<file path="config.mk">
export PLATFORM = sky130hd
export DESIGN_NAME = sync_fifo
export DESIGN_NICKNAME = d
export VERILOG_FILES = /design/src/rtl/fifo_pkg.sv /design/src/rtl/fifo_ram.sv /design/src/rtl/sync_fifo.sv
export SDC_FILE = /design/constraint.sdc
export NUM_CORES = 1
export LEC_CHECK = 0
export BUFFER_PORTS_ARGS = -buffer_cell sky130_fd_sc_hd__buf_2
export CORE_MARGIN = 5
export CORE_UTILIZATION = 45
export DETAILED_ROUTE_END_ITERATION = 8
export PLACE_DENSITY_LB_ADDON = 0.3
export REMOVE_ABC_BUFFERS = 1
export SYNTH_ARGS = -nofsm -noshare
export SYNTH_HDL_FRONTEND = slang
export SYNTH_HIERARCHICAL = 1
export SYNTH_SLANG_ARGS = --single-unit
</file>
<file path="constraint.sdc">
create_clock -name clock -period 3.8 [get_ports clock]
set_clock_uncertainty 0.15 [all_clocks]
set_input_delay 0.57 -clock clock [delete_from_list [all_inputs] [get_ports clock]]
set_output_delay 0.57 -clock clock [all_outputs]
set_load 0.005 [all_outputs]
</file>
<file path="src/rtl/fifo_pkg.sv">
// Shared FIFO types and helpers: status bundle and non-power-of-two pointer wrap.
package fifo_pkg;

  typedef struct packed {
    logic empty;
    logic full;
    logic almost_empty;
    logic almost_full;
    logic overflow;
    logic underflow;
  } fifo_status_t;

  // Wraps at depth-1 explicitly so any depth works, not only powers of two.
  function automatic int unsigned next_ptr(input int unsigned ptr, input int unsigned depth);
    return (ptr >= depth - 32'd1) ? 32'd0 : ptr + 32'd1;
  endfunction

endpackage

</file>
<file path="src/rtl/fifo_ram.sv">
// Storage array for sync_fifo: one synchronous write port, one asynchronous read port.
module fifo_ram #(
  parameter int unsigned DW    = 16,
  parameter int unsigned DEPTH = 16,
  localparam int unsigned AW   = $clog2(DEPTH)
) (
  input  logic          clk_i,
  input  logic          we_i,
  input  logic [AW-1:0] waddr_i,
  input  logic [DW-1:0] wdata_i,
  input  logic [AW-1:0] raddr_i,
  output logic [DW-1:0] rdata_o
);

  logic [DW-1:0] mem_q [DEPTH];

  always_ff @(posedge clk_i) begin
    if (we_i) begin
      mem_q[waddr_i] <= wdata_i;
    end
  end

  assign rdata_o = mem_q[raddr_i];

endmodule

</file>
<file path="src/rtl/sync_fifo.sv">
// Single-clock first-word-fall-through FIFO with occupancy count, threshold flags,
// sticky overflow/underflow and synchronous flush.
module sync_fifo
  import fifo_pkg::*;
#(
  parameter int unsigned DW        = 16,
  parameter int unsigned DEPTH     = 16,
  parameter int unsigned AW        = $clog2(DEPTH),
  parameter int unsigned AF_THRESH = DEPTH - 1,
  parameter int unsigned AE_THRESH = 1
) (
  input  logic          clock,
  input  logic          reset_L,
  input  logic          clear,
  input  logic          wr_en,
  input  logic [DW-1:0] wr_data,
  input  logic          rd_en,
  output logic [DW-1:0] rd_data,
  output logic          empty,
  output logic          full,
  output logic          almost_empty,
  output logic          almost_full,
  output logic [AW:0]   count,
  output logic          overflow,
  output logic          underflow
);

  logic [AW-1:0] wr_ptr_q, wr_ptr_d;
  logic [AW-1:0] rd_ptr_q, rd_ptr_d;
  logic [AW:0]   count_q, count_d;
  logic          overflow_q, overflow_d;
  logic          underflow_q, underflow_d;
  logic          push, pop, ram_we;
  fifo_status_t  status;

  always_comb begin
    status.empty        = (count_q == '0);
    status.full         = (32'(count_q) == DEPTH);
    status.almost_empty = (32'(count_q) <= AE_THRESH);
    status.almost_full  = (32'(count_q) >= AF_THRESH);
    status.overflow     = overflow_q;
    status.underflow    = underflow_q;
  end

  // A push into a full FIFO is fine when a pop frees the head slot in the same cycle.
  assign push = wr_en && (!status.full || (rd_en && !status.empty));
  assign pop  = rd_en && !status.empty;

  always_comb begin
    wr_ptr_d    = wr_ptr_q;
    rd_ptr_d    = rd_ptr_q;
    count_d     = count_q;
    overflow_d  = overflow_q;
    underflow_d = underflow_q;
    if (clear) begin
      wr_ptr_d    = '0;
      rd_ptr_d    = '0;
      count_d     = '0;
      overflow_d  = 1'b0;
      underflow_d = 1'b0;
    end else begin
      if (push) begin
        wr_ptr_d = AW'(next_ptr(32'(wr_ptr_q), DEPTH));
      end
      if (pop) begin
        rd_ptr_d = AW'(next_ptr(32'(rd_ptr_q), DEPTH));
      end
      if (push && !pop) begin
        count_d = count_q + 1'b1;
      end else if (pop && !push) begin
        count_d = count_q - 1'b1;
      end
      overflow_d  = overflow_q | (wr_en & ~push);
      underflow_d = underflow_q | (rd_en & status.empty);
    end
  end

  always_ff @(posedge clock) begin
    if (!reset_L) begin
      wr_ptr_q    <= '0;
      rd_ptr_q    <= '0;
      count_q     <= '0;
      overflow_q  <= 1'b0;
      underflow_q <= 1'b0;
    end else begin
      wr_ptr_q    <= wr_ptr_d;
      rd_ptr_q    <= rd_ptr_d;
      count_q     <= count_d;
      overflow_q  <= overflow_d;
      underflow_q <= underflow_d;
    end
  end

  // Reset and flush both discard any same-cycle write.
  assign ram_we = push && reset_L && !clear;

  fifo_ram #(
    .DW    (DW),
    .DEPTH (DEPTH)
  ) u_ram (
    .clk_i   (clock),
    .we_i    (ram_we),
    .waddr_i (wr_ptr_q),
    .wdata_i (wr_data),
    .raddr_i (rd_ptr_q),
    .rdata_o (rd_data)
  );

  assign empty        = status.empty;
  assign full         = status.full;
  assign almost_empty = status.almost_empty;
  assign almost_full  = status.almost_full;
  assign overflow     = status.overflow;
  assign underflow    = status.underflow;
  assign count        = count_q;

endmodule

</file>
==> metrics.md <==
| Metric | Value |
|---|---|
| Outcome | finished clean |
| Site Rows | 56 |
| Flop and latch count out of synthesis | 271 |
| Syn_area_per_cell | just over 20 um2 |
| Mapped Cells | between 500 and 600 |
| Slew Limit Fails | 0 |
| First-pass GRT wire length | 33500 um |
| Worst Tran Pin Value | 1.11 ns |
| Fillers | 1879 |
| # nets final | 628 |
| PD cells | 505 nW/um2 |
| H-tree levels | 1 |
| Final min period | 3.24 ns |
| Vias in the first global route | 5563 |
| RD Place Congestion | roughly 0.8 |
| Number of diodes | 0 |
| Sequential share of the synthesized area | around three quarters |
| Yosys Warn Count | 6 |
| Synth unique cells | 48 |
| Die Ht | 164 um |
| Worst slew margin | 25.6% |
| Critical Path AT | 2.52 ns |
| Ys async rst share | 0% |
| Post-route DRC | 0 |
| Port Buffer Count | 47 |
| Routed Antenna Nets | 0 |
| Top FF cell, synth | edfxtp_1 |
| Hold-fix buffers, CTS | 0 |
| Initial Util | 45.5% |
| Fin Setup TNS | 0 ns |
| Die area | 26800 um2 |
| Global route overflow | 0 |
| Crit-path max cell delay | 0.60 ns |
| Initial drt markers | around 470 |
| Critical Path RT | between 3 and 4 ns |
| Critical path, cell by cell | buf_12 -> mux4_2 -> a22oi_1 -> nand2_1 -> buf_2 |
| Total number of vias | 5277 |
| Leakage | ~4 nW |
| Critical Path Slowest Stage Cell | dfxtp_4 |
| Setup bufs post-CTS | 0 |
| Post-Route WL | roughly 22000 um |
| Count of flip-flops with a built-in enable after synthesis | 256 |
| Largest net degree at the start of global routing | 31 |
| Top delay family on crit path | flip-flops |
| Final Util | 52.4% |
| Hold WC Path Type | in2reg |
| RSZ-0062 raised after global routing | no |
| CP Capture Type | output port |
| MaxCap Viol Count | 0 |
| Cell Area, Synth | 10700 um2 |
| Post-detail-place hpwl | approximately 12000 um |
| Maximum clock frequency | 309 MHz |
| Core area | 23400 um2 |
| Fraction of layout cells with a size suffix above 1 | 31.2% |
| Final Hold Vio Count | 0 |
| Io pins | 48 |
| CTS tree | built |
| CP Max Fanout | 27 |
| Layout area overhead | 15.2% |
| First-pass DRT Iterations | 4 |
| TritonCTS Buffers | 27 |
| Vias per cell | 5.63 |
| CTS max path bufs | 3 |
| Insertion delay to the later sink of the worst-skew pair | 0.52 ns |
| CP Buf/Inv Count | 2 |
| Initial antenna violation count | 0 |
| Worst hold margin | roughly 0.22 ns |
| Worst-path clk slew | 0.06 ns |
| Root Buffer | clkbuf_16 |
| Post-route clock period utilization | 85.2% |
| Endpoints failing setup | 0 |
| Setup CP Type | reg2out |
| CTS Sinks | 271 |
| DIE WIDTH | 164 um |
| Resized cells post-CTS | 0 |
| Max VDD drop | 289 uV |
| Wire per inst | between 20 and 25 um |
| Most common cell after layout, fill and taps aside | edfxtp_1 |
| CP Launch Type | flip-flop |
| Total track usage | about 17% |
| Most frequent cells in the layout | 256 x edfxtp_1, 54 x mux4_2, 47 x buf_2 |
## registers in the layout (all words and copies together), names as in the netlist
register     count
underflow        1
u_ram/mem_q    256
overflow         1
count            5
rd_ptr_q         4
wr_ptr_q         4
## final timing paths
| kind | startpoint | end | depth (start not counted) | slack (ns) |
|---|---|---|---|---|
| max | rd_ptr_q[0] | rd_data[15] | 5 | 0.56 |
| min | rd_en | rd_ptr_q[0] | 3 | 0.22 |
| max reg2reg | count[0] | count[3] | 10 | 0.85 |
| min reg2reg | overflow | overflow | 2 | 0.34 |
## kinds of logic (layout without fill, tap and decap cells)
logic type,Yosys count,in the layout,share of synthesized area [%]
and+or+nand+nor,78,78,3.69
adders and majority gates,8,8,0.940
xor gates and xnor gates,2,2,0.165
buffers and inverters,38,133,1.87
muxes,70,70,14.5
AOI/OAI and AO/OA,57,57,3.89
DFF,271,271,75.0
## area by class of cell
cell class	count	area (um2)	share of cell area, %
Clock buffer	37	743	6.06
Clock inverter	12	114	0.928
Tap cell	319	399	3.25
Timing Repair Buffer	75	470	3.83
Sequential cell	271	7990	65.1
Multi-Input combinational cell	215	2520	20.5
Inverter	9	35.0	0.286
## tightest hold or removal path, stage by stage
cell and delay (ns):
buf_2 0.15, nand3_1 0.08, a21oi_1 0.05
## Yosys cell counts (all sizes together), types with 6 or more instances
cell type | count | area (um2)
edfxtp | 256 | 7690
a22oi | 32 | 240
dfxtp | 15 | 300
nor2 | 21 | 78.8
buf | 16 | 114
mux4 | 64 | 1480
ha | 8 | 100
inv | 8 | 30.0
nand2 | 25 | 93.8
a21oi | 8 | 43.8
mux2i | 6 | 60.1
clkbuf | 13 | 50.0
## where the power goes
group          switching, mW  total (mW)  leakage [nW]  internal [mW]
logic                  0.177       0.339          1.10          0.162
clock network           1.05        2.55         0.422           1.50
registers             0.0305        3.31          2.43           3.28
total                   1.25        6.20          3.95           4.94
## layer usage
metal	up-vias	share of wire, %	global-route usage (%)
met2	183	47	25.7
li1	2328	-	-
met1	2734	44	24.2
met4	0	2.5	4.88
met3	32	7.4	3.29
met5	-	0	0
## through the flow
step / setup slack [ns] / instances / cell area (um2) / power [mW]
floorplan: -0.545 / 495 / 10500 / 3.59
global placement: 1.03 / 889 / 11400 / 3.70
detailed placement: 0.875 / 889 / 11400 / 3.72
CTS: 0.508 / 938 / 12300 / 6.26
global route: 0.380 / 938 / 12300 / 6.44
finish: 0.562 / 938 / 12300 / 6.20
Power figures use the tool's default switching activity.
